==> src/rtl/mc_ctrl.sv <==
// -----------------------------------------------------------------------------
// mc_ctrl - multi-cycle main control FSM for a shared-memory, single-ALU MIPS
// datapath. Sequences R-type, LW, SW, BEQ and J through fetch, decode,
// execute, memory and write-back states. It waits on a memory ready
// handshake, flags illegal opcodes and counts retired instructions.
//
// Parameters
//   CNT_W        width of the retired-instruction counter
//
// Ports
//   clk          system clock, rising edge
//   rst_n        asynchronous active-low reset
//   op           opcode field IR[31:26]
//   mem_ready    memory completes the current read/write this cycle
//   PCWrite      unconditional PC load
//   PCWriteCond  PC load if ALU zero (BEQ)
//   IorD         memory address select: 0 = PC, 1 = ALUOut
//   MemRead      memory read request
//   MemWrite     memory write request
//   IRWrite      instruction register load
//   MemtoReg     register write data: 0 = ALUOut, 1 = MDR
//   RegDst       write register: 0 = rt, 1 = rd
//   RegWrite     register file write
//   ALUSrcA      0 = PC, 1 = A
//   ALUSrcB      00 = B, 01 = 4, 10 = sign-ext imm, 11 = sign-ext imm << 2
//   ALUOp        00 = add, 01 = sub, 10 = funct-decoded
//   PCSource     00 = ALU result, 01 = ALUOut, 10 = jump target
//   state        current state code (debug)
//   instr_done   one-cycle pulse on the final cycle of each instruction
//   illegal_op   one-cycle pulse when decode sees an unsupported opcode
//   retired      completed-instruction count, wraps modulo 2^CNT_W
// -----------------------------------------------------------------------------
module mc_ctrl #(
  parameter int CNT_W = 16
) (
  input  logic             clk,
  input  logic             rst_n,
  input  logic [5:0]       op,
  input  logic             mem_ready,
  output logic             PCWrite,
  output logic             PCWriteCond,
  output logic             IorD,
  output logic             MemRead,
  output logic             MemWrite,
  output logic             IRWrite,
  output logic             MemtoReg,
  output logic             RegDst,
  output logic             RegWrite,
  output logic             ALUSrcA,
  output logic [1:0]       ALUSrcB,
  output logic [1:0]       ALUOp,
  output logic [1:0]       PCSource,
  output logic [3:0]       state,
  output logic             instr_done,
  output logic             illegal_op,
  output logic [CNT_W-1:0] retired
);

  typedef enum logic [3:0] {
    S_FETCH  = 4'd0,
    S_DECODE = 4'd1,
    S_MEMADR = 4'd2,
    S_MEMRD  = 4'd3,
    S_MEMWB  = 4'd4,
    S_MEMWR  = 4'd5,
    S_EXEC   = 4'd6,
    S_RWB    = 4'd7,
    S_BRANCH = 4'd8,
    S_JUMP   = 4'd9
  } state_t;

  localparam logic [5:0] OP_RTYPE = 6'b000000;
  localparam logic [5:0] OP_LW    = 6'b100011;
  localparam logic [5:0] OP_SW    = 6'b101011;
  localparam logic [5:0] OP_BEQ   = 6'b000100;
  localparam logic [5:0] OP_J     = 6'b000010;

  state_t             r_state;
  state_t             w_state_next;
  logic [CNT_W-1:0]   r_retired;

  // Raw decoded controls; strobes are gated by rst_n before leaving the block.
  logic       w_pc_write;
  logic       w_pc_write_cond;
  logic       w_iord;
  logic       w_mem_read;
  logic       w_mem_write;
  logic       w_ir_write;
  logic       w_memto_reg;
  logic       w_reg_dst;
  logic       w_reg_write;
  logic       w_alu_src_a;
  logic [1:0] w_alu_src_b;
  logic [1:0] w_alu_op;
  logic [1:0] w_pc_source;
  logic       w_instr_done;
  logic       w_illegal_op;

  // State register
  always_ff @(posedge clk or negedge rst_n) begin
    if (!rst_n) begin
      r_state <= S_FETCH;
    end else begin
      r_state <= w_state_next;
    end
  end

  // Next-state and output decode
  always_comb begin
    w_state_next    = r_state;
    w_pc_write      = 1'b0;
    w_pc_write_cond = 1'b0;
    w_iord          = 1'b0;
    w_mem_read      = 1'b0;
    w_mem_write     = 1'b0;
    w_ir_write      = 1'b0;
    w_memto_reg     = 1'b0;
    w_reg_dst       = 1'b0;
    w_reg_write     = 1'b0;
    w_alu_src_a     = 1'b0;
    w_alu_src_b     = 2'b00;
    w_alu_op        = 2'b00;
    w_pc_source     = 2'b00;
    w_instr_done    = 1'b0;
    w_illegal_op    = 1'b0;

    case (r_state)
      S_FETCH: begin
        // PC + 4 is computed every fetch cycle, but PC and IR only load
        // once memory has actually returned the instruction.
        w_mem_read   = 1'b1;
        w_alu_src_b  = 2'b01;
        w_ir_write   = mem_ready;
        w_pc_write   = mem_ready;
        w_state_next = mem_ready ? S_DECODE : S_FETCH;
      end

      S_DECODE: begin
        // Branch target is precomputed here so BRANCH only needs the compare.
        w_alu_src_b = 2'b11;
        case (op)
          OP_RTYPE:      w_state_next = S_EXEC;
          OP_LW, OP_SW:  w_state_next = S_MEMADR;
          OP_BEQ:        w_state_next = S_BRANCH;
          OP_J:          w_state_next = S_JUMP;
          default: begin
            w_state_next = S_FETCH;
            w_illegal_op = 1'b1;
          end
        endcase
      end

      S_MEMADR: begin
        w_alu_src_a  = 1'b1;
        w_alu_src_b  = 2'b10;
        w_state_next = (op == OP_LW) ? S_MEMRD : S_MEMWR;
      end

      S_MEMRD: begin
        w_mem_read   = 1'b1;
        w_iord       = 1'b1;
        w_state_next = mem_ready ? S_MEMWB : S_MEMRD;
      end

      S_MEMWB: begin
        w_reg_write  = 1'b1;
        w_memto_reg  = 1'b1;
        w_instr_done = 1'b1;
        w_state_next = S_FETCH;
      end

      S_MEMWR: begin
        // A store retires only on the cycle memory accepts it.
        w_mem_write  = 1'b1;
        w_iord       = 1'b1;
        w_instr_done = mem_ready;
        w_state_next = mem_ready ? S_FETCH : S_MEMWR;
      end

      S_EXEC: begin
        w_alu_src_a  = 1'b1;
        w_alu_op     = 2'b10;
        w_state_next = S_RWB;
      end

      S_RWB: begin
        w_reg_write  = 1'b1;
        w_reg_dst    = 1'b1;
        w_instr_done = 1'b1;
        w_state_next = S_FETCH;
      end

      S_BRANCH: begin
        w_alu_src_a     = 1'b1;
        w_alu_op        = 2'b01;
        w_pc_write_cond = 1'b1;
        w_pc_source     = 2'b01;
        w_instr_done    = 1'b1;
        w_state_next    = S_FETCH;
      end

      S_JUMP: begin
        w_pc_write   = 1'b1;
        w_pc_source  = 2'b10;
        w_instr_done = 1'b1;
        w_state_next = S_FETCH;
      end

      // Unused codes recover to FETCH with all strobes idle.
      default: begin
        w_state_next = S_FETCH;
      end
    endcase
  end

  // Retired-instruction counter; natural binary wrap.
  always_ff @(posedge clk or negedge rst_n) begin
    if (!rst_n) begin
      r_retired <= '0;
    end else if (w_instr_done) begin
      r_retired <= r_retired + CNT_W'(1);
    end
  end

  // Strobes are forced low while reset is held so nothing downstream
  // commits state during the FETCH value the state register shows in reset.
  assign PCWrite     = rst_n & w_pc_write;
  assign PCWriteCond = rst_n & w_pc_write_cond;
  assign IRWrite     = rst_n & w_ir_write;
  assign MemRead     = rst_n & w_mem_read;
  assign MemWrite    = rst_n & w_mem_write;
  assign RegWrite    = rst_n & w_reg_write;
  assign instr_done  = rst_n & w_instr_done;
  assign illegal_op  = rst_n & w_illegal_op;

  assign IorD        = w_iord;
  assign MemtoReg    = w_memto_reg;
  assign RegDst      = w_reg_dst;
  assign ALUSrcA     = w_alu_src_a;
  assign ALUSrcB     = w_alu_src_b;
  assign ALUOp       = w_alu_op;
  assign PCSource    = w_pc_source;
  assign state       = r_state;
  assign retired     = r_retired;

endmodule

==> config.mk <==
export PLATFORM = sky130hd
export DESIGN_NAME = mc_ctrl
export DESIGN_NICKNAME = d
export VERILOG_FILES = /design/src/rtl/mc_ctrl.sv
export SDC_FILE = /design/constraint.sdc
export NUM_CORES = 1
export LEC_CHECK = 0
export ABC_AREA = 1
export BUFFER_PORTS_ARGS = -buffer_cell sky130_fd_sc_hd__buf_2
export CORE_MARGIN = 1.5
export CORE_UTILIZATION = 47
export CTS_BUF_LIST = sky130_fd_sc_hd__clkbuf_4
export CTS_CLUSTER_DIAMETER = 40
export DETAILED_ROUTE_END_ITERATION = 12
export PLACE_DENSITY = 0.78
export SLEW_MARGIN = 20
export SYNTH_ARGS = -nofsm -noshare
export SYNTH_HDL_FRONTEND = slang
export SYNTH_SLANG_ARGS = --single-unit
export TNS_END_PERCENT = 20
==> constraint.sdc <==
create_clock -name clk -period 1.4 [get_ports clk]
set_clock_uncertainty 0.05 [all_clocks]
set_input_delay 0.35 -clock clk [delete_from_list [all_inputs] [get_ports clk]]
set_output_delay 0.35 -clock clk [all_outputs]
set_load 0.05 [all_outputs]
==> reports/metrics.csv, run 1 <==
stage,metric,value,unit
clocking,CTS Sinks,20,
route,DRT iter0 DRCs,141,
critical_path,Critical Path RT,1000,ps
finish,Finished Core Util,88.9,%
grt,global-route wire length before repair,8.48,mm
route,routed len/inst,16.9,um
critical_path,CP top delay family,flip-flops,
critical_path,CP startpoint kind,flop,
critical_path,RR Endpoint,retired[5]$_DFFE_PN0P_,
finish,share of cells above drive strength 1,50.5,%
timing,"Slew Viols, Final",0,
flow_run,number of max-cap violations,0,
grt,largest net degree at the start of global routing,29,
clocking,TritonCTS Buffers,3,
grt,vias in the first global route,1938,
timing,fmax,0.494,GHz
route,Detailed Routing Iterations Pass 1,7,
clocking,insertion delay to the later sink of the worst-skew pair,320,ps
timing,Tmin final,2030,ps
die,chip width,58.9,um
finish,Fill cells,132,
hold_path,Hold Path End,state[2]$_DFF_PN0_,
synth,Syn. warnings,0,
grt,initial antenna violation count,0,
synth,synthesized instance count,221,
die,row count,20,
synth,Yosys reg bits,20,
power_and_ir_drop,pwr/cell area,766,mW/mm^2
route,detailed-route wire length on metal 1,2.29,mm
synth,"Net Count, Synth",231,
finish,# nets final,334,
power_and_ir_drop,maximum VDD drop,0.00125,V
die,io pins,47,
power_and_ir_drop,overall power,2.05,mW
critical_path,"most used cell, CP",nor2_4,
hold_path,Hold Path Origin,op[1],
route,uppermost layer routed,met4,
route,final antenna-violating net count,0,
synth,"Distinct cells, synth",22,
clocking,CTS Root Cell,clkbuf_4,
critical_path,largest fanout on the critical path,6,
route,residual DRC count,0,
critical_path,CP endpoint kind,output pin,
timing,RSZ-0062 raised after global routing,true,
route,met2 WL post-DR,3.01,mm
synth,synthesized area,0.00147,mm^2
critical_path,Bufs and invs on worst path,2,
route,met3 WL post-DR,462,um
timing,Final setup viols,42,
finish,Layout area overhead,81.8,%
critical_path,Reg2Reg Launch Point,state[1]$_DFF_PN0_,
synth,Syn Area/Cell,6.64,um^2
critical_path,register-to-register setup slack,-310,ps
timing,min setup slack post-route,-626,ps
route,vias post-DR,2000,
timing,Final Cycle Share,145,%
critical_path,R2R cell count,10,
grt,Total GRT Usage,32.4,%
synth,post-synthesis sequential area ratio,34.1,%
timing,worst slew pin tran,487,ps
die,core outline area,0.00300,mm^2
critical_path,WS Path Type,reg2out,
synth,ys flop type,dfrtp_1,
placed_design,PortBufs,46,
critical_path,CP arrival,1630,ps
finish,# diodes,0,
die,die height,58.9,um
hold_path,Hold Path Depth,4,
grt,GRT overflow,0,
synth,fraction of registers with async set or reset after synthesis,100,%
synth,Post-synth EDFFs,0,
placed_design,DP HPWL,3.34,mm
power_and_ir_drop,Lkg Pwr,1.27,nW
clocking,H-tree levels,1,
route,Via-to-Cell Ratio,5.62,
run_status,failing checks,setup timing,
placed_design,gp weighted congestion,0.848,
critical_path,Max stage delay on crit path,550,ps
hold_path,Hold Crit Class,in2reg,
timing,slew margin rel.,67.5,%
run_status,outcome,finished with violations,
route,total wire length,6.03,mm
timing,"Hold Vio Cnt, Final",0,
die,Die Area,0.00347,mm^2
clocking,CTS tree,yes,
clocking,clock slew at reported path FFs,120,ps
die,initial core utilization,48.9,%
critical_path,Worst path slowest cell,dfrtp_4,
clocking,Clock Tree Buf Depth,2,
critical_path,critical-path cell list,inv_4 > nand3_4 > nor2_4 > nor2_4 > nand2_4 > buf_8,
## cells in the mapped netlist, drive strengths merged, types with 3 or more instances
master	number	area, um^2
nand3	14	87.6
dfrtp	20	500
inv	29	109
nand4	8	50.1
nor3	6	30.0
nand2	78	298
o21ai	10	87.6
buf	3	33.8
xor2	5	43.8
nand3b	4	30.0
nor2	37	146
## logic make-up after synthesis
family / share of synthesized area, %
xor gates and xnor gates: 2.98
adders and majority gates: 0.852
DFF: 34.1
AOI/OAI and AO/OA: 8.61
and+or+nand+nor: 43.7
buffers and inverters: 9.72
## layer usage
metal,vias up,track usage (%)
met1,936,36.7
met5,-,0
met4,0,15.3
met3,33,8.13
li1,907,-
met2,124,56.5
## cell usage in the layout (no fill, tap or decap), types with 6 or more instances in the layout
cell type and count:
dfrtp_2 8, buf_4 51, dfrtp_1 11, nand3_1 10, clkbuf_4 6, nand2_1 69
inv_1 19, nor2_1 24, o21ai_2 7, buf_8 7, buf_6 30, nand4_1 8
nor2_4 10, buf_2 8
## worst max path at each step
stage,from,to,cells after the start
4_1_cts,state[1]$_DFF_PN0_,instr_done,6
5_1_grt,state[1]$_DFF_PN0_,ALUSrcA,6
3_5_place_dp,state[1]$_DFF_PN0_,instr_done,6
3_3_place_gp,state[1]$_DFF_PN0_,instr_done,6
2_1_floorplan,state[1]$_DFF_PN0_,PCWrite,4
6_report,state[1]$_DFF_PN0_,ALUSrcA,6
## worst min-delay path, delay by kind of cell
kind	cells	cell delay [ps]
AND/OR/NAND/NOR	2	180
buffers and inverters	1	110
AO/OA/AOI/OAI	1	80
## state kept, by name (all words and copies together), names as in the netlist
name and count:
retired 16, state 4
## power by group
part / switching, mW / internal, mW / total [mW]
clock network: 0.191 / 0.131 / 0.322
registers: 0.0733 / 0.629 / 0.702
logic: 0.607 / 0.414 / 1.02
## stage by stage
step	std cells	TNS [ps]	worst slack, ps	hold slack [ps]	area (um^2)
after detailed placement	342	-6790	-313	318	2220
final	356	-14700	-626	372	2670
after CTS	352	-12750	-549	300	2540
after global routing	356	-17120	-692	341	2670
after global placement	342	-5840	-273	317	2220
after floorplan	221	-11630	-476	4.41	1640
## final cells by class
type / instances / area [um^2] / share of cell area (%)
multi-input combinational: 169 / 1040 / 39.0
timing repair buffer: 101 / 921 / 34.5
sequential: 20 / 514 / 19.3
inverter: 29 / 123 / 4.59
tap: 33 / 41.3 / 1.55
clock buffer: 4 / 30.0 / 1.13
## repair_timing
item | CTS | global route
resized for setup | 74 | 37
pin swaps | 13 | 8
hold endpoints to repair | 12 | 0
setup buffers | 4 | 4
hold buffers | 2 | 0
endpoints found under the setup margin | 51 | 56
Note: power is estimated with default switching activity, not from simulation.
==> inputs of run 2 (changes only) <==
--- a/config.mk
+++ b/config.mk
@@ -12,7 +12,7 @@
 export CTS_BUF_LIST = sky130_fd_sc_hd__clkbuf_4
 export CTS_CLUSTER_DIAMETER = 40
 export DETAILED_ROUTE_END_ITERATION = 12
-export PLACE_DENSITY = 0.78
+export PLACE_DENSITY_LB_ADDON = 0.3
 export SLEW_MARGIN = 20
 export SYNTH_ARGS = -nofsm -noshare
 export SYNTH_HDL_FRONTEND = slang
==> run 2 against run 1 <==
Effect of this change: sequential cell count unchanged; critical path type unchanged; maximum frequency is 1.0% higher; count of clock-buffer cells in the layout down 1; worst hold slack got worse by 330 ps; combinational power hardly changed; the flow still finishes with violations (setup timing); register-to-register slack worse by 90 ps; via count decreased by 2.1%; final cell count shrank 2.5%; global-route usage shrank 3.6 points; critical path depth down 1; sequential power increased by 1%.
==> reports/metrics.csv, run 2 (synthesis gave the netlist of run 1 again) <==
stage,metric,value,unit,change
finish,max reg flops,16,,unchanged
placed_design,Post-Place Cells,337,,was 342
finish,Layout area overhead,78.0,%,was 81.8%
critical_path,critical-path cell list,nand2_1 > nor2_2 > inv_1 > a21oi_4 > buf_6,,was inv_4 > nand3_4 > nor2_4 > nor2_4 > nand2_4 > buf_8
finish,Finished Layout Cells,347,,was 356
clocking,H-tree levels,1,,unchanged
critical_path,Bufs and invs on worst path,2,,unchanged
timing,Tmin final,2010,ps,was 2030 ps
run_status,outcome,finished with violations,,unchanged
die,Die Area,0.00347,mm^2,unchanged
critical_path,R2R cell count,11,,was 10
run_status,failing checks,setup timing,,unchanged
timing,Final setup viols,42,,unchanged
route,residual DRC count,0,,unchanged
grt,Total GRT Usage,28.7,%,was 32.4%
critical_path,largest fanout on the critical path,7,,was 6
timing,worst slew pin tran,471,ps,was 487 ps
finish,# nets final,325,,was 334
grt,met2 Usage GRT,49.7,%,was 56.5%
clocking,insertion delay to the later sink of the worst-skew pair,300,ps,was 320 ps
route,DRT iter0 DRCs,172,,was 141
grt,largest net degree at the start of global routing,29,,unchanged
critical_path,Max stage delay on crit path,520,ps,was 550 ps
die,die height,58.9,um,unchanged
timing,Fin Setup TNS,-15610,ps,"was -14,700 ps"
power_and_ir_drop,NetSw,838,uW,was 871 uW
finish,most frequent cells in the layout,"nand2_1, buf_4, buf_6",,unchanged
finish,share of cells above drive strength 1,49.4,%,was 50.5%
grt,met1 usage in global routing,36.5,%,was 36.7%
timing,Final Cycle Share,143,%,was 145%
clocking,Clock Tree Buf Depth,2,,unchanged
finish,# diodes,0,,unchanged
clocking,TritonCTS Buffers,3,,unchanged
timing,"Hold Vio Cnt, Final",0,,unchanged
placed_design,PortBufs,46,,unchanged
finish,Final Cell Area,0.00261,mm^2,was 0.00267 mm^2
grt,global-route wire length before repair,7.62,mm,was 8.48 mm
critical_path,Worst path slowest cell,dfrtp_2,,was dfrtp_4
die,initial core utilization,48.9,%,unchanged
timing,fmax,0.499,GHz,was 0.494 GHz
clocking,CTS tree,yes,,unchanged
grt,busiest grt layer,met2,,unchanged
route,routed len/inst,16.2,um,was 16.9 um
die,core outline area,0.00300,mm^2,unchanged
power_and_ir_drop,pwr/cell area,762,mW/mm^2,was 766 mW/mm^2
power_and_ir_drop,P_int,1.15,mW,was 1.17 mW
timing,"Slew Viols, Final",0,,unchanged
grt,GRT overflow,0,,unchanged
die,io pins,47,,unchanged
critical_path,Critical Path RT,1000,ps,about the same
route,Detailed Routing Iterations Pass 1,5,,was 7
critical_path,Critical Path Stages,5,,was 6
route,Via-to-Cell Ratio,5.65,,was 5.62
power_and_ir_drop,maximum VDD drop,0.000944,V,was 0.00125 V
critical_path,CP startpoint kind,flop,,unchanged
route,vias post-DR,1959,,"was 2,000"
power_and_ir_drop,overall power,1.99,mW,was 2.05 mW
clocking,CTS Root Cell,clkbuf_4,,unchanged
die,chip width,58.9,um,unchanged
hold_path,Hold Crit Class,in2async,,was in2reg
die,row count,20,,unchanged
power_and_ir_drop,Gate power share,50.1,%,was 49.9%
placed_design,post-placement cell area,0.00219,mm^2,was 0.00222 mm^2
timing,hold slack,40.6,ps,was 372 ps
grt,met3 Use GR,6.15,%,was 8.13%
finish,"commonest non-fill, non-tap cell in the layout",nand2_1,,unchanged
route,final antenna-violating net count,0,,unchanged
critical_path,CP top delay family,flip-flops,,unchanged
grt,vias in the first global route,1707,,"was 1,938"
timing,RSZ-0062 raised after global routing,true,,unchanged
route,total wire length,5.63,mm,was 6.03 mm
flow_run,number of max-cap violations,0,,unchanged
power_and_ir_drop,switching share of power,42.1,%,was 42.6%
critical_path,CP arrival,1610,ps,was 1630 ps
critical_path,CP endpoint kind,output pin,,unchanged
timing,min setup slack post-route,-605,ps,was -626 ps
timing,slew margin rel.,68.6,%,was 67.5%
power_and_ir_drop,Lkg Pwr,1.23,nW,was 1.27 nW
power_and_ir_drop,Seq pwr share,35.6,%,was 34.3%
placed_design,DP HPWL,3.00,mm,was 3.34 mm
grt,initial antenna violation count,0,,unchanged
clocking,clock slew at reported path FFs,110,ps,was 120 ps
power_and_ir_drop,Clock power frac,14.3,%,was 15.8%
clocking,CTS Sinks,20,,unchanged
critical_path,WS Path Type,reg2out,,unchanged
placed_design,gp weighted congestion,0.883,,was 0.848
[run 2: cell types whose count changed in the layout (fill, tap and decap cells not counted), sizes merged]
cell         before  now
dlygate4sd3       2    1
clkbuf            6    3
clkinv            0    1
buf              97   91
[run 2: area by class of cell]
class,count,area (um^2)
fillers,161,390
multi-input cells,169,1050
inverters,29,120
clock buffers,3,22.5
clock inverters,1,3.75
flip-flops and latches,20,517
repair buffers,92,861
well taps,33,41.3
[run 2: path summary, 6_finish.rpt]
check                                        from                      to  slack [ps]
setup / recovery               state[0]$_DFF_PN0_                 MemRead        -610
hold / removal                              rst_n  retired[7]$_DFFE_PN0P_          40
setup reg to reg               state[1]$_DFF_PN0_  retired[4]$_DFFE_PN0P_        -400
hold reg to reg            retired[5]$_DFFE_PN0P_  retired[5]$_DFFE_PN0P_         520
max in group asynchronous                   rst_n      state[1]$_DFF_PN0_         580
min in group clk                            op[1]      state[2]$_DFF_PN0_         320
[run 2: per-layer routing]
metal	share of wire, %	vias to the layer above
li1	-	890
met1	39	940
met2	52	109
met3	6.5	20
met4	2.2	0
met5	0	-
[run 2: repair_timing]
item,in CTS,in global routing
resized for setup,49,81
endpoints found under the hold margin,5,0
setup buffers,0,5
hold buffers,1,0
setup endpoints to repair,54,57
pin swaps,11,12
[run 2: stage by stage]
stage	worst slack [ps]	util, %
2_1_floorplan	-476	-
3_3_place_gp	-290	72.8
3_5_place_dp	-360	72.8
4_1_cts	-526	79.3
5_1_grt	-660	87.0
6_report	-605	87.0
[run 2: power groups by stage]
stage / combinational, mW / sequential, mW / clock [mW]
final: 0.998 / 0.710 / 0.284
after global routing: 1.06 / 0.719 / 0.317
after CTS: 0.842 / 0.694 / 0.290
after detailed placement: 0.780 / 0.701 / 0
after global placement: 0.767 / 0.699 / 0
after floorplan: 0.333 / 0.875 / 0
